==> src/rtl/dac_seq_pkg.sv <==
// Shared types and constants for the RGB DAC power sequencer.
package dac_seq_pkg;

    localparam int SEG_COUNT    = 4;
    localparam int SEG_SWITCHES = 3;
    localparam int CODE_W       = SEG_COUNT * SEG_SWITCHES;

    typedef enum logic [2:0] {
        ST_OFF,
        ST_BIAS1,
        ST_BIAS2,
        ST_BIAS3,
        ST_RUN,
        ST_DOWN
    } state_t;

endpackage

==> src/rtl/dac_power_sequencer_seg_therm_enc.sv <==
// Combinational 8-bit channel value to 12-bit segmented thermometer switch code.
module seg_therm_enc
    import dac_seq_pkg::*;
(
    input  logic [7:0]        value,
    output logic [CODE_W-1:0] code
);

    // Each 2-bit slice k turns on the lowest k switches of its segment.
    always_comb begin
        code = '0;
        for (int s = 0; s < SEG_COUNT; s++) begin
            case (value[2*s +: 2])
                2'd1:    code[SEG_SWITCHES*s +: SEG_SWITCHES] = 3'b001;
                2'd2:    code[SEG_SWITCHES*s +: SEG_SWITCHES] = 3'b011;
                2'd3:    code[SEG_SWITCHES*s +: SEG_SWITCHES] = 3'b111;
                default: code[SEG_SWITCHES*s +: SEG_SWITCHES] = 3'b000;
            endcase
        end
    end

endmodule

==> src/rtl/dac_power_sequencer.sv <==
// Sequences the R/G/B DAC biases through power-up, pixel streaming and power-down.
// Optional internal test ramp is built when DAC_SEQ_RAMP_EN is defined.
module dac_power_sequencer
    import dac_seq_pkg::*;
#(
    parameter int SETTLE_CYCLES = 64
) (
    input  logic              clk,
    input  logic              rst_n,
    input  logic              enable,
    input  logic [2:0]        ch_en,
    input  logic              pix_valid,
    input  logic [23:0]       pix_rgb,
    output logic              pix_ready,
    input  logic              blank,
    input  logic              test_mode,
    output logic [CODE_W-1:0] R,
    output logic [CODE_W-1:0] G,
    output logic [CODE_W-1:0] B,
    output logic [2:0]        bias_r,
    output logic [2:0]        bias_g,
    output logic [2:0]        bias_b,
    output logic              running
);

    localparam int CNT_W = $clog2(SETTLE_CYCLES + 1);

    state_t            state_q, state_d;
    logic [CNT_W-1:0]  cnt_q, cnt_d;
    logic [2:0]        ch_en_q, ch_en_d;
    logic [CODE_W-1:0] r_code_q, r_code_d, g_code_q, g_code_d, b_code_q, b_code_d;
    logic [2:0]        bias_r_q, bias_r_d, bias_g_q, bias_g_d, bias_b_q, bias_b_d;
    logic              pix_ready_q, pix_ready_d;
    logic              running_q, running_d;
    logic              stage_done;
    logic [2:0]        stage_bias;
    logic              ramp_req;
    logic              ramp_active;
    logic [7:0]        ramp_val;
    logic [CODE_W-1:0] enc_r, enc_g, enc_b;

`ifdef DAC_SEQ_RAMP_EN
    logic [7:0] ramp_q, ramp_d;

    assign ramp_req    = test_mode;
    assign ramp_active = test_mode && (state_q == ST_RUN);
    assign ramp_val    = ramp_q;

    // Ramp restarts from 0 whenever it is not actively being shown; blank freezes it.
    always_comb begin
        ramp_d = 8'd0;
        if (ramp_active && (state_d == ST_RUN)) begin
            ramp_d = blank ? ramp_q : ramp_q + 8'd1;
        end
    end

    always_ff @(posedge clk) begin
        if (!rst_n) begin
            ramp_q <= 8'd0;
        end else begin
            ramp_q <= ramp_d;
        end
    end
`else
    logic unused_test_mode;

    assign unused_test_mode = test_mode;
    assign ramp_req         = 1'b0;
    assign ramp_active      = 1'b0;
    assign ramp_val         = 8'd0;
`endif

    seg_therm_enc u_enc_r (.value(ramp_active ? ramp_val : pix_rgb[23:16]), .code(enc_r));
    seg_therm_enc u_enc_g (.value(ramp_active ? ramp_val : pix_rgb[15:8]),  .code(enc_g));
    seg_therm_enc u_enc_b (.value(ramp_active ? ramp_val : pix_rgb[7:0]),   .code(enc_b));

    always_comb begin
        state_d    = state_q;
        ch_en_d    = ch_en_q;
        cnt_d      = cnt_q;
        stage_done = (cnt_q == CNT_W'(SETTLE_CYCLES - 1));
        case (state_q)
            ST_OFF: begin
                if (enable) begin
                    state_d = ST_BIAS1;
                    ch_en_d = ch_en;
                end
            end
            ST_BIAS1: begin
                if (!enable)         state_d = ST_DOWN;
                else if (stage_done) state_d = ST_BIAS2;
            end
            ST_BIAS2: begin
                if (!enable)         state_d = ST_DOWN;
                else if (stage_done) state_d = ST_BIAS3;
            end
            ST_BIAS3: begin
                if (!enable)         state_d = ST_DOWN;
                else if (stage_done) state_d = ST_RUN;
            end
            ST_RUN: begin
                if (!enable) state_d = ST_DOWN;
            end
            ST_DOWN: begin
                if (stage_done) state_d = ST_OFF;
            end
            default: state_d = ST_OFF;
        endcase
        // Counter only runs in timed stages so it never wraps while parked in RUN.
        if (state_d != state_q) begin
            cnt_d = '0;
        end else if (state_q inside {ST_BIAS1, ST_BIAS2, ST_BIAS3, ST_DOWN}) begin
            cnt_d = cnt_q + CNT_W'(1);
        end
    end

    always_comb begin
        r_code_d = r_code_q;
        g_code_d = g_code_q;
        b_code_d = b_code_q;
        if ((state_d != ST_RUN) || (state_q != ST_RUN) || blank) begin
            r_code_d = '0;
            g_code_d = '0;
            b_code_d = '0;
        end else if (ramp_active || (pix_valid && pix_ready_q)) begin
            r_code_d = ch_en_q[0] ? enc_r : '0;
            g_code_d = ch_en_q[1] ? enc_g : '0;
            b_code_d = ch_en_q[2] ? enc_b : '0;
        end

        pix_ready_d = (state_d == ST_RUN) && !ramp_req;
        running_d   = (state_d == ST_RUN);

        case (state_d)
            ST_BIAS1:                  stage_bias = 3'b001;
            ST_BIAS2:                  stage_bias = 3'b011;
            ST_BIAS3, ST_RUN, ST_DOWN: stage_bias = 3'b111;
            default:                   stage_bias = 3'b000;
        endcase
        // During DOWN the biases stay exactly as they were until released in OFF.
        if (state_d == ST_DOWN) begin
            bias_r_d = bias_r_q;
            bias_g_d = bias_g_q;
            bias_b_d = bias_b_q;
        end else begin
            bias_r_d = ch_en_d[0] ? stage_bias : 3'b000;
            bias_g_d = ch_en_d[1] ? stage_bias : 3'b000;
            bias_b_d = ch_en_d[2] ? stage_bias : 3'b000;
        end
    end

    always_ff @(posedge clk) begin
        if (!rst_n) begin
            state_q     <= ST_OFF;
            cnt_q       <= '0;
            ch_en_q     <= 3'b000;
            r_code_q    <= '0;
            g_code_q    <= '0;
            b_code_q    <= '0;
            bias_r_q    <= 3'b000;
            bias_g_q    <= 3'b000;
            bias_b_q    <= 3'b000;
            pix_ready_q <= 1'b0;
            running_q   <= 1'b0;
        end else begin
            state_q     <= state_d;
            cnt_q       <= cnt_d;
            ch_en_q     <= ch_en_d;
            r_code_q    <= r_code_d;
            g_code_q    <= g_code_d;
            b_code_q    <= b_code_d;
            bias_r_q    <= bias_r_d;
            bias_g_q    <= bias_g_d;
            bias_b_q    <= bias_b_d;
            pix_ready_q <= pix_ready_d;
            running_q   <= running_d;
        end
    end

    assign R         = r_code_q;
    assign G         = g_code_q;
    assign B         = b_code_q;
    assign bias_r    = bias_r_q;
    assign bias_g    = bias_g_q;
    assign bias_b    = bias_b_q;
    assign pix_ready = pix_ready_q;
    assign running   = running_q;

endmodule

==> config.mk <==
export PLATFORM = sky130hd
export DESIGN_NAME = dac_power_sequencer
export DESIGN_NICKNAME = d
export VERILOG_FILES = /design/src/rtl/dac_seq_pkg.sv /design/src/rtl/dac_power_sequencer_seg_therm_enc.sv /design/src/rtl/dac_power_sequencer.sv
export SDC_FILE = /design/constraint.sdc
export NUM_CORES = 1
export LEC_CHECK = 0
export ABC_AREA = 1
export CORE_MARGIN = 4
export CORE_UTILIZATION = 45
export DETAILED_ROUTE_END_ITERATION = 7
export GPL_TIMING_DRIVEN = 0
export PLACE_DENSITY_LB_ADDON = 0.2
export REMOVE_ABC_BUFFERS = 1
export SYNTH_ARGS = -nofsm -noshare
export SYNTH_HDL_FRONTEND = slang
export SYNTH_SLANG_ARGS = --single-unit
==> constraint.sdc <==
create_clock -name clk -period 2.3 [get_ports clk]
set_clock_uncertainty 0.1 [all_clocks]
set_input_delay 0.23 -clock clk [delete_from_list [all_inputs] [get_ports clk]]
set_output_delay 0.23 -clock clk [all_outputs]
set_load 0.02 [all_outputs]
# Word level (Yosys, flattened, before mapping)
# Index checks and enable logic that the tools add are counted.
[totals]
regBits = 59
inputBits = 33
elab_cells = 101
out_inout_bits = 47
[op_classes]
mux = 31
add_sub_neg = 1
bitwise_logic = 1
eq_ne = 50
reduce_logical = 8
[ops]
columns = ["operator", "n"]
rows = [
  ["$pmux 3 s3", 13],
  ["$eq 2x2->1 const B", 24],
  ["$mux 3", 14],
  ["$mux 12", 3],
  ["$eq 2x1->1 const B", 12],
  ["$pmux 3 s6", 1],
  ["$eq 3x2->1 const B", 4],
  ["$eq 3x3->1 const B", 4],
  ["$add 7x1->7 const B", 1],
  ["$eq 7x6->1 const B", 1],
  ["$eq 3x1->1 const B", 2],
  ["$ne 3x3->1 const B", 2],
  ["$reduce_bool 4->1", 1],
  ["$reduce_or 2->1", 2],
  ["$logic_not 3->1", 1],
  ["$ne 3x3->1", 1],
  ["$reduce_or 3->1", 1],
  ["$logic_or 1x1->1", 2],
  ["$logic_and 1x1->1", 1],
  ["$not 1->1", 1],
]

# Longest topological paths before layout
[logic_depth]
word_depth = 8
mapped_depth = 14
ltp_nobuf = 14

# Hierarchy
# From an unflattened synthesis, not the netlist that was laid out.
[unflattened]
cells_unflattened = 388
area_unflattened_um2 = 2802.7
[modules_own_cells]
columns = ["mod", "cells_each", "n_inst", "area_per_inst_um2", "seq_area_each_um2"]
rows = [
  ["dac_power_sequencer", 316, 1, 2532.4, 1181.1],
  ["seg_therm_enc", 24, 3, 90.1, 0.0],
]

# Worst setup path before layout
# OpenSTA, ideal clock, no wires.
[synth_timing]
kind = "flip-flop to flip-flop"
from = "register cnt_q[0]"
to = "register r_code_q[11] (netlist: R[11])"
required_ps = 2138
path_slack_ps = 455
arrival_time_ps = 1684
path_buffers = 1
path_stages_with_launch = 15
setup_time_ps = 62
period_less_slack_ps = 1845
path_cell_list = "dfxtp_1 > ha_1 > nand2_1 > nor2_2 > nand2_2 > nand2_1 > nand2_2 > nand2_4 > nand3_2 > nor2_2 > inv_2 > nor2_4 > nand2_4 > buf_8 > nor2_4"
[synth_between]
elab_chain_len = 8
elab_cells_between_ends = 13
cone_classes = "eq/ne: 2; mux: 8; reduce/logical: 3"
[synth_lines]
columns = ["element", "line", "rtl"]
rows = [
  ["start, declared", "dac_power_sequencer.sv:29", "logic [CNT_W-1:0] cnt_q, cnt_d;"],
  ["start signal, assigned", "dac_power_sequencer.sv:167", "cnt_q <= cnt_d;"],
  ["$eq 7x6->1 *", "dac_power_sequencer.sv:81", "stage_done = (cnt_q == CNT_W'(SETTLE_CYCLES - 1));"],
  ["$mux 3 (on tied branches)", "dac_power_sequencer.sv:99, dac_power_sequencer.sv:91, dac_power_sequencer.sv:95", ""],
  ["$mux 3 (on tied branches)", "dac_power_sequencer.sv:98, dac_power_sequencer.sv:90, dac_power_sequencer.sv:94", ""],
  ["$pmux 3 s6 *", "dac_power_sequencer.sv:82", "case (state_q)"],
  ["$ne 3x3->1 *", "dac_power_sequencer.sv:121", "if ((state_d != ST_RUN) || (state_q != ST_RUN) || blank) begin"],
  ["$logic_or 1x1->1 * (2 in a row)", "dac_power_sequencer.sv:121", ""],
  ["$reduce_or 2->1 (no line) *", "n/a", ""],
  ["end signal, assigned", "dac_power_sequencer.sv:169", "r_code_q <= r_code_d;"],
  ["end, declared", "dac_power_sequencer.sv:31", "logic [CODE_W-1:0] r_code_q, r_code_d, g_code_q, g_code_d, b_code_q, b_code_d;"],
]
# Every way passes the cells marked *; elsewhere a longest branch is shown, timed or not.
# A chain may end at the register's enable or synchronous reset.

# Worst setup path in the final report
[layout_timing]
from = "register cnt_q[1]"
to = "register b_code_q[0] (netlist: B[0])"
[layout_between]
elab_chain_len = 8
elab_cells_between_ends = 13
cone_classes = "eq/ne: 2; mux: 8; reduce/logical: 3"
[layout_lines]
columns = ["element", "line", "rtl"]
rows = [
  ["$eq 7x6->1 *", "dac_power_sequencer.sv:81", ""],
  ["$mux 3 (on tied branches)", "dac_power_sequencer.sv:99, dac_power_sequencer.sv:91, dac_power_sequencer.sv:95", ""],
  ["$mux 3 (on tied branches)", "dac_power_sequencer.sv:98, dac_power_sequencer.sv:90, dac_power_sequencer.sv:94", ""],
  ["$pmux 3 s6 *", "dac_power_sequencer.sv:82", ""],
  ["$ne 3x3->1 *", "dac_power_sequencer.sv:121", ""],
  ["$logic_or 1x1->1 * (2 in a row)", "dac_power_sequencer.sv:121", ""],
  ["$reduce_or 2->1 (no line) *", "n/a", ""],
  ["end signal, assigned", "dac_power_sequencer.sv:171", "b_code_q <= b_code_d;"],
  ["end, declared", "dac_power_sequencer.sv:31", ""],
]
# Marks and branches as above.

==> reports/metrics.csv <==
metric,value,unit
syn avg cell area,8.13,µm²
first-pass GRT wire length,10400,µm
GP Congestion,0.908,
Hold Fails Final Rpt,0,
share of power burned in registers,0.440,
Netlist cell types,31,
Setup-failing EPs final,0,
Inserted Clock Buffers,9,
synth cell count leaders,"nand2_1 (67), nor2_1 (60), dfxtp_1 (59), nor2_4 (32), a21oi_1 (22)",
worst-margin pin slew,878,ps
Max Slew Vio Count,0,
Cells after Synth,336,
Residual DRC,0,
largest fanout on the critical path,18,
Max Cap Viol,0,
Reg area,1180,µm²
Rows,28,
Die Wd,85.9,µm
min Tclk post-route,2170,ps
maximum vdd drop,0.397,mV
P per Cell Area,635,nW/µm²
pin count of the biggest net entering global routing,50,
Synth async-reset ratio,0,
DP Area,3520,µm²
FILL cells,508,
final period utilization,0.943,
Initial Utilization,0.461,
vias per cell,4.82,
switch share,0.257,
die footprint,7380,µm²
dpl hpwl,4430,µm
clock latency on the worst-skew pair,320,ps
Hold Path Class,flip-flop to flip-flop,
most common flop cell mapped by yosys,dfxtp_1,
vias in the first global route,2308,
Clock Power Share,0.417,
wire per inst,12.9,µm
Critical Path AT,2330,ps
WS Path Type,flip-flop to flip-flop,
via count,2417,
Die H,85.9,µm
finished layout cell area,3860,µm²
Int Power,0.00182,W
CTS tree,yes,
area of the multi-input gates,1420,µm²
CP Data Required Time,2460,ps
Port Buffers,78,
worst-case clock buffer depth,2,
DR iter-0 viols,81,
TritonRoute pass-1 iters,4,
total gr overflow,0,
fraction of layout cells with a size suffix above 1,0.185,
Total GRT Usage,0.177,
largest cells by area after synthesis,"dfxtp_1 (43%), nor2_4 (13%), nand2_1 (9.2%)",
CP Launch Type,flip-flop,
Root Driver,clkbuf_8,
Mapped Area,2730,µm²
synth warn,0,
switching power,0.000630,W
number of synthesized flops with an enable pin,0,
Logic pwr share,0.143,
CTS sink count,59,
Peak Freq,0.461,GHz
Slew HR,0.413,
Yosys top cell by area,dfxtp_1,
final WL,6450,µm
#FFs+latches synth,59,
nets,456,
run status,finished clean,
ant diodes,0,
initial antenna violation count,0,
H-tree Lvls,3,
final antenna-violating net count,0,
Tot Pwr,0.00245,W
CP Capture Type,flip-flop,
core area,5920,µm²
cell with the most instances after synthesis,nand2_1,
IO Pins,80,
sequential share of the synthesized area,0.433,
Lkg Pwr,1.39,nW
post-synth top area share,0.433,
area grow syn2layout,41.5,%
Clock transition at path regs,60,ps
## layout by cell type, fill, tap and decap left out, types with 5 or more instances in the layout
| cell | Yosys | final |
|---|---|---|
| a21oi_1 | 22 | 22 |
| a22oi_1 | 12 | 12 |
| clkbuf_8 | 0 | 10 |
| clkdlybuf4s50_1 | 0 | 78 |
| dfxtp_1 | 59 | 58 |
| inv_1 | 15 | 15 |
| inv_2 | 6 | 6 |
| nand2_1 | 67 | 66 |
| nand2_2 | 4 | 5 |
| nand3_1 | 9 | 9 |
| nor2_1 | 60 | 60 |
| nor2_2 | 6 | 6 |
| nor2_4 | 32 | 32 |
| nor3_1 | 7 | 7 |
## stage by stage
step	instances	TNS, ps	utilization	setup slack (ps)	hold slack, ps
4_1_cts	493	-7.42	0.633	-7.42	357
3_5_place_dp	478	-9680	0.595	-309	340
5_1_grt	501	-16.5	0.652	-7.01	378
6_report	501	0	0.652	131	355
2_1_floorplan	325	0	-	94.8	294
3_3_place_gp	478	-11210	0.595	-471	342
## state kept, by name, indices dropped and copies added, names as in the netlist
name     cells
running      1
bias_r       3
bias_g       3
R           12
cnt_q        7
B           12
state_q      3
G           12
ch_en_q      3
bias_b       3
## path summary, 6_finish.rpt
check             slack [ps]                      to              startpoint  depth (start not counted)
setup / recovery         130       B[0]$_SDFFE_PP0P_   cnt_q[1]$_SDFFE_PP0P_                         14
hold / removal           350  bias_b[1]$_SDFFE_PN0P_  bias_b[1]$_SDFFE_PN0P_                          2
setup reg to reg         130       B[0]$_SDFFE_PP0P_   cnt_q[1]$_SDFFE_PP0P_                         14
hold reg to reg          350  bias_b[1]$_SDFFE_PN0P_  bias_b[1]$_SDFFE_PN0P_                          2
## cell families after synthesis
group | synth area share
AND/OR/NAND/NOR | 0.382
multiplexers | 0.00367
XOR/XNOR | 0.0160
AO/OA/AOI/OAI | 0.102
flip-flops | 0.433
adder cells (fa/ha/maj) | 0.00458
buffers and inverters | 0.0591
## cell type report
type,instances,area share
multi-input cells,246,0.368
flip-flops and latches,59,0.306
repair buffers,85,0.225
clock buffers,10,0.0356
well taps,75,0.0243
inverters,21,0.0204
clock inverters,5,0.0201
## worst max-delay path, stage by stage (launching register included)
cell and delay, ps:
dfxtp_1 350, ha_2 200, nand2_1 70, nor2_2 90
nand2_2 120, nand2_1 90, nand2_1 50, nand3_1 150
inv_2 80, nor2_2 140, inv_2 60, nor2_4 110
buf_12 140, nand2_8 200, nor2_4 140
## routing by layer
layer  up-vias  global-route usage  wire length, µm
met2        62               0.286             3090
met5         -                   0                0
li1       1246                   -                -
met1      1096               0.219             2900
met4         0              0.0863              149
met3        13              0.0461              303
## timing repair
action,in CTS,in global routing
pin swaps,1,2
buffers inserted,0,7
hold buffers,0,0
setup endpoints to repair,36,36
gates resized for setup,1,3
cloned,0,1
## power by group through the flow
stage | logic [W] | clock network (W) | registers (W)
after global routing | 0.000391 | 0.00111 | 0.00108
after global placement | 0.000331 | 0 | 0.00110
after CTS | 0.000340 | 0.00105 | 0.00108
final | 0.000351 | 0.00102 | 0.00108
after detailed placement | 0.000334 | 0 | 0.00110
after floorplan | 0.000180 | 0 | 0.00111
Power figures use the tool's default switching activity.
